`src/rtl/serial_adder_ctrl.sv`:
```
// Bit-serial adder sequencer: steps two WIDTH-bit operands LSB-first
// through one registered-carry full-adder slice and returns sum/cout.
// Ports:
//   clk, rst                 clock, synchronous active-high reset
//   in_valid/in_ready, a, b  operand handshake (accepted only in IDLE)
//   out_valid/out_ready      result handshake (held in DONE)
//   sum, cout                WIDTH-bit result and final carry
//   busy                     high while in RUN or DONE
module serial_adder_ctrl #(
  parameter int WIDTH = 8
) (
  input  logic             clk,
  input  logic             rst,
  input  logic             in_valid,
  output logic             in_ready,
  input  logic [WIDTH-1:0] a,
  input  logic [WIDTH-1:0] b,
  output logic             out_valid,
  input  logic             out_ready,
  output logic [WIDTH-1:0] sum,
  output logic             cout,
  output logic             busy
);

  localparam int CW = (WIDTH > 1) ? $clog2(WIDTH) : 1;
  localparam logic [CW-1:0] LAST = CW'(WIDTH - 1);

  typedef enum logic [1:0] {
    IDLE,
    RUN,
    DONE
  } state_t;

  state_t state;
  state_t state_n;

  logic [WIDTH-1:0] sa;
  logic [WIDTH-1:0] sb;
  logic [WIDTH-1:0] sum_shift;
  logic [CW-1:0]    cnt;
  logic             c;
  logic             s1;
  logic             c1;
  logic             s;
  logic             c2;
  logic             cn;
  logic             accept;
  logic             last;

  // Two half-adder cells plus an OR on their carries.
  always_comb begin
    s1 = sa[0] ^ sb[0];
    c1 = sa[0] & sb[0];
    s  = s1 ^ c;
    c2 = s1 & c;
    cn = c1 | c2;
  end

  // New sum bit enters at the MSB so the LSB lands at bit 0 after WIDTH shifts.
  if (WIDTH == 1) begin : g_w1
    assign sum_shift = s;
  end else begin : g_wn
    assign sum_shift = {s, sum[WIDTH-1:1]};
  end

  assign in_ready  = (state == IDLE) && !rst;
  assign out_valid = (state == DONE);
  assign busy      = (state == RUN) || (state == DONE);
  assign accept    = in_valid && in_ready;
  assign last      = (cnt == LAST);

  always_comb begin
    state_n = state;
    unique case (state)
      IDLE:    if (accept) state_n = RUN;
      RUN:     if (last) state_n = DONE;
      DONE:    if (out_ready) state_n = IDLE;
      default: state_n = IDLE;
    endcase
  end

  always_ff @(posedge clk) begin
    if (rst) begin
      state <= IDLE;
      sa    <= '0;
      sb    <= '0;
      c     <= 1'b0;
      cnt   <= '0;
      sum   <= '0;
      cout  <= 1'b0;
    end else begin
      state <= state_n;
      if (accept) begin
        sa  <= a;
        sb  <= b;
        c   <= 1'b0;
        cnt <= '0;
        sum <= '0;
      end else if (state == RUN) begin
        c   <= cn;
        sum <= sum_shift;
        sa  <= sa >> 1;
        sb  <= sb >> 1;
        cnt <= cnt + CW'(1);
        if (last) cout <= cn;
      end
    end
  end

endmodule

```
`config.mk`:
```
export PLATFORM = sky130hd
export DESIGN_NAME = serial_adder_ctrl
export DESIGN_NICKNAME = d
export VERILOG_FILES = /design/src/rtl/serial_adder_ctrl.sv
export SDC_FILE = /design/constraint.sdc
export NUM_CORES = 1
export LEC_CHECK = 0
export ABC_AREA = 1
export CAP_MARGIN = 20
export CORE_AREA = 8 8 72 74
export DETAILED_ROUTE_END_ITERATION = 16
export DIE_AREA = 0 0 80 82
export PLACE_DENSITY_LB_ADDON = 0.1
export SLEW_MARGIN = 25
export SYNTH_ARGS = -nofsm -noshare
export SYNTH_HDL_FRONTEND = slang
export SYNTH_SLANG_ARGS = --single-unit
```
`constraint.sdc`:
```
create_clock -name clk -period 1.75 [get_ports clk]
set_input_delay 0.35 -clock clk [delete_from_list [all_inputs] [get_ports clk]]
set_output_delay 0.35 -clock clk [all_outputs]
set_load 0.03 [all_outputs]
```
# Word-level counts from Yosys, hierarchy flattened
# Cells that the tools add are included.
# totals
ff_bits,31
# classes
n_addsub,1
n_eq_ne,6
n_mux,8
n_bitwise,6
reduce_logical,9
# op_table
cell,count
$mux 8,4
$mux 2,3
$pmux 2 s3,1
$reduce_and 3->1,2
$ne 2x2->1 const B,2
$add 3x1->3 const B,1
$eq 3x3->1 const B,1
$and 1x1->1,2
$eq 2x1->1 const B,1
$eq 2x2->1 const B,1
$logic_and 1x1->1,2
$logic_not 2->1,1
$ne 2x1->1 const B,1
$reduce_bool 2->1,1
$reduce_or 2->1,1
$xor 1x1->1,2
$logic_not 1->1,1
$logic_or 1x1->1,1
$not 1->1,1
$or 1x1->1,1

# Depth between registers and ports, before layout
# logic_depth
depth_word,5
depth_mapped,9
depth_no_buf,9

# Worst setup path after synthesis
# Ideal clock, no wire load.
# synth_timing
kind,reg-to-output
start,register state[0]
end,output in_ready
t_arrival_ns,0.939
setup_slack_ns,0.461
stages_incl_launch_ff,6
path_buffers,1
path_cell_list,dfxtp_1 -> inv_1 -> ha_1 -> inv_1 -> nor2_2 -> buf_4
# synth_via
elab_chain_len,2
# synth_rtl
element,line,source
start: declaration,34,state_t state;
start signal: assignment,92,state <= state_n;
$logic_not 2->1,66,assign in_ready = (state == IDLE) && !rst;
$logic_and 1x1->1,66,
end: declaration,15,"output logic in_ready,"
# Every way passes these cells.

# Worst setup path after layout
# layout_timing
start,register state[1]
end,output busy
# layout_via
elab_chain_len,2
elab_cells_between_ends,3
cone_classes,2 x eq/ne; 1 x reduce/logical
# layout_rtl
element,line,source
$eq 2x1->1 / $eq 2x2->1 (equally long branches),68,assign busy = (state == RUN) || (state == DONE);
$logic_or 1x1->1 *,68,
end: declaration,22,output logic busy
# Every way passes the cells marked *; elsewhere a longest branch is shown, timed or not.

==> impl_table.tex <==
\begin{tabular}{lr}
\hline
Metric & Value \\
\hline
\multicolumn{2}{l}{\textbf{Outcome}} \\
Status & completed \\
\multicolumn{2}{l}{\textbf{STA}} \\
Unrepaired setup endpoints after global routing & yes \\
Max frequency & 585 MHz \\
Worst hold slack across all endpoints & 456 ps \\
Final-report setup violation count & 0 \\
Worst slew pin tran & 435 ps \\
Number of hold violations in the final report & 0 \\
Final critical path time including I/O delays and setup & 1710 ps \\
Post-route clock skew & 5.27 ps \\
Max-slew violation count & 0 \\
Relative slew slack & a little under three quarters \\
Final worst path period share & roughly 98\% \\
Post-route setup TNS & 0 ps \\
\multicolumn{2}{l}{\textbf{Power}} \\
Clock Power Share & 29.8\% \\
Power consumption & 1.88 mW \\
Switching power & 0.626 mW \\
Sequential share of power & roughly two fifths \\
Share of total power consumed by net switching & 33.3\% \\
Largest vdd supply drop & between 400 and 500 uV \\
Combinational share of power & between 20\% and 30\% \\
Internal power & roughly 1.3 mW \\
Power density of the placed cells & 926 nW/um2 \\
Static Leak & approximately 1.0 nW \\
\multicolumn{2}{l}{\textbf{Floorplanning}} \\
Initial Util & a little under two fifths \\
Cell Rows & 24 \\
Chip width & 80 um \\
I/O pins & 32 \\
Area of the core region & about 4100 um2 \\
Die area & between 6000 and 7000 um2 \\
Height of the die & a little over 80 um \\
\multicolumn{2}{l}{\textbf{Clock network}} \\
Library cell used as clock root buffer & sky130\_fd\_sc\_hd\_\_clkbuf\_8 \\
Sink count of the clock tree & 31 \\
CTS tree & done \\
Number of buffers on the longest clock path & 2 \\
Post-CTS setup-driven buffer insertion count & 0 \\
\# hold bufs at CTS & 0 \\
H-tree levels & 2 \\
Clk\_lat worst skew & 280 ps \\
Clock buffers created by TritonCTS & 5 \\
Post-CTS clock slew at the launch and capture registers of the worst setup and hold paths & $\sim$60 ps \\
\multicolumn{2}{l}{\textbf{Worst setup path}} \\
Worst Reg2Reg Path Length in Cells & 7 \\
Worst R2R End & sa[7]\$\_SDFFE\_PP0P\_ \\
Largest stage delay on the critical path & 360 ps \\
CP Launch Type & flip-flop \\
Critical path type & reg2out \\
Arrival time worst endpoint & 1360 ps \\
Reg-to-reg critical path startpoint & state[0]\$\_SDFFE\_PP0P\_ \\
Data required time of the worst path & 1400 ps \\
CP max FO & 3 \\
Library cell contributing the largest single delay on the critical path & sky130\_fd\_sc\_hd\_\_clkdlybuf4s15\_1 \\
Sequence of cells on the critical path & inv\_1 -> ha\_2 -> clkdlybuf4s15\_1 \\
Internal reg-to-reg setup slack & 340 ps \\
Crit. End Element & primary output \\
\multicolumn{2}{l}{\textbf{Synth}} \\
Post-Syn Nets & 254 \\
Register bit total from synthesis & 31 \\
Seq/Total Area, Yosys & 39.6\% \\
Cell taking the most area after synthesis & sky130\_fd\_sc\_hd\_\_dfxtp\_1 \\
Syn. warnings & 0 \\
Biggest area contributors in the synthesized netlist & sky130\_fd\_sc\_hd\_\_dfxtp\_1, sky130\_fd\_sc\_hd\_\_nand2\_1, sky130\_fd\_sc\_hd\_\_nand3\_1 \\
Count of distinct cell types in the synthesized netlist & 18 \\
Average footprint of a synthesized cell & about 6.9 um2 \\
Post-synthesis instance area & 1570 um2 \\
Synthesized instance count & 228 \\
Portion of synthesized cell area occupied by the leading cell type & 39.6\% \\
\multicolumn{2}{l}{\textbf{Route}} \\
First-iteration detailed-routing DRC count & 68 \\
Vias per cell & 4.52 \\
Vias & 1441 \\
Routed wire length & roughly 3.5 mm \\
DRT antenna net count & 0 \\
Post-detailed-route DRC marker count & 0 \\
Routed length per instance & around 11 um \\
1st-pass router iterations & 4 \\
\multicolumn{2}{l}{\textbf{Run}} \\
Maxcap violations & 0 \\
\multicolumn{2}{l}{\textbf{Global route}} \\
Maximum number of pins on one net before global-route repair & 27 \\
Number of antenna violations at the first check in global routing & 0 \\
Total congestion overflow & 0 \\
Vias in the first global route & 1391 \\
First-pass GRT wire length & 6.12 mm \\
Total global-route track usage & a little under an eighth \\
\multicolumn{2}{l}{\textbf{Worst hold path}} \\
Type of the most critical hold path & reg2reg \\
Worst Hold Launch & sb[7]\$\_SDFFE\_PP0P\_ \\
Worst-case hold path end point & sb[7]\$\_SDFFE\_PP0P\_ \\
Cell depth of the worst min-delay path & 2 \\
\multicolumn{2}{l}{\textbf{Layout}} \\
Fill cell instance count of the final layout & between 400 and 500 \\
Net count, final & 292 \\
Number of antenna cells inserted & 0 \\
Area growth syn-to-layout & 29.4\% \\
Share of final-layout standard cells stronger than drive strength 1 & under 10\% \\
Commonest non-fill, non-tap cells in the layout & sky130\_fd\_sc\_hd\_\_nand2\_1, sky130\_fd\_sc\_hd\_\_nand3\_1, sky130\_fd\_sc\_hd\_\_inv\_1 \\
Most common cell after layout, fill and taps aside & sky130\_fd\_sc\_hd\_\_nand2\_1 \\
Design Area, Final & 2030 um2 \\
Core utilization of the finished layout & 48.9\% \\
\multicolumn{2}{l}{\textbf{Place}} \\
Final HPWL DP & $\sim$2.5 mm \\
Area after DPL & 1940 um2 \\
GPL Wtd Cong & 0.817 \\
Port Buffers & 31 \\
\hline
\end{tabular}
[state kept, by name (all words and copies together), names as in the netlist]
name   flops
sa         8
c          1
sum        8
sb         8
state      2
cnt        3
cout       1
[power by group through the flow]
stage	clock network (mW)	registers (mW)	logic, mW
2_1_floorplan	0	0.800	0.393
3_3_place_gp	0	0.803	0.545
3_5_place_dp	0	0.804	0.542
4_1_cts	0.574	0.788	0.532
5_1_grt	0.603	0.794	0.599
6_report	0.559	0.787	0.531
[synthesized netlist by cell type]
| cell type | n |
|---|---|
| sky130_fd_sc_hd__nand2_1 | 73 |
| sky130_fd_sc_hd__buf_6 | 3 |
| sky130_fd_sc_hd__fa_1 | 1 |
| sky130_fd_sc_hd__xnor2_1 | 1 |
| sky130_fd_sc_hd__nand4_1 | 1 |
| sky130_fd_sc_hd__buf_4 | 5 |
| sky130_fd_sc_hd__buf_2 | 5 |
| sky130_fd_sc_hd__o21ai_0 | 3 |
| sky130_fd_sc_hd__nand3_4 | 1 |
| sky130_fd_sc_hd__nand3_1 | 44 |
| sky130_fd_sc_hd__nor2_1 | 6 |
| sky130_fd_sc_hd__inv_1 | 33 |
| sky130_fd_sc_hd__dfxtp_1 | 31 |
| sky130_fd_sc_hd__inv_2 | 2 |
| sky130_fd_sc_hd__ha_1 | 5 |
| sky130_fd_sc_hd__o21ai_1 | 4 |
| sky130_fd_sc_hd__a21oi_1 | 9 |
| sky130_fd_sc_hd__nor2_2 | 1 |
[metal layers]
| layer | GRT usage [%] | share of wire (%) | vias to the layer above |
|---|---|---|---|
| met5 | 0 | 0 | - |
| met4 | 6.55 | 1.9 | 0 |
| met3 | 3.83 | 5.4 | 7 |
| met2 | 18.5 | 45 | 26 |
| met1 | 13.8 | 48 | 623 |
| li1 | - | - | 785 |
[worst max-delay path, delay by kind of cell (launching register included)]
family | cells | cell delay (ps)
buf+inv | 2 | 430
flops | 1 | 350
fa+ha+maj | 1 | 310
[kinds of logic after synthesis]
family	Yosys count	synth area share (%)
AOI/OAI and AO/OA	16	5.11
adders and majority gates	6	5.27
xor gates and xnor gates	1	0.559
DFF	31	39.6
and+or+nand+nor	126	34.9
buffers and inverters	48	14.5
[area by class of cell]
class	count	area, um2	share of cell area, %
Clock buffer	6	72.6	3.58
Clock inverter	2	12.5	0.617
Inverter	35	131	6.48
Multi-Input combinational cell	149	721	35.6
Sequential cell	31	621	30.6
Tap cell	52	65.1	3.21
Timing Repair Buffer	44	404	19.9
[per-stage QoR]
stage | std cells | setup WS [ps]
2_1_floorplan | 228 | 461
3_3_place_gp | 311 | 84.1
3_5_place_dp | 311 | 61.2
4_1_cts | 319 | 32.0
5_1_grt | 319 | -27.1
6_report | 319 | 41.2
[timing repair]
| action | CTS | global route |
|---|---|---|
| setup endpoints to repair | 2 | 2 |
| pin swaps | 0 | 0 |
| resized for setup | 2 | 2 |
[worst max-delay path by stage]
| stage | from | endpoint | slack, ps |
|---|---|---|---|
| detailed placement | state[1]$_SDFFE_PP0P_ | busy | 60 |
| finish | state[1]$_SDFFE_PP0P_ | busy | 40 |
| global placement | state[1]$_SDFFE_PP0P_ | busy | 80 |
| CTS | state[1]$_SDFFE_PP0P_ | busy | 30 |
| global route | state[1]$_SDFFE_PP0P_ | busy | -30 |
| floorplan | state[0]$_SDFFE_PP0P_ | in_ready | 460 |
(Power assumes the default switching activity.)
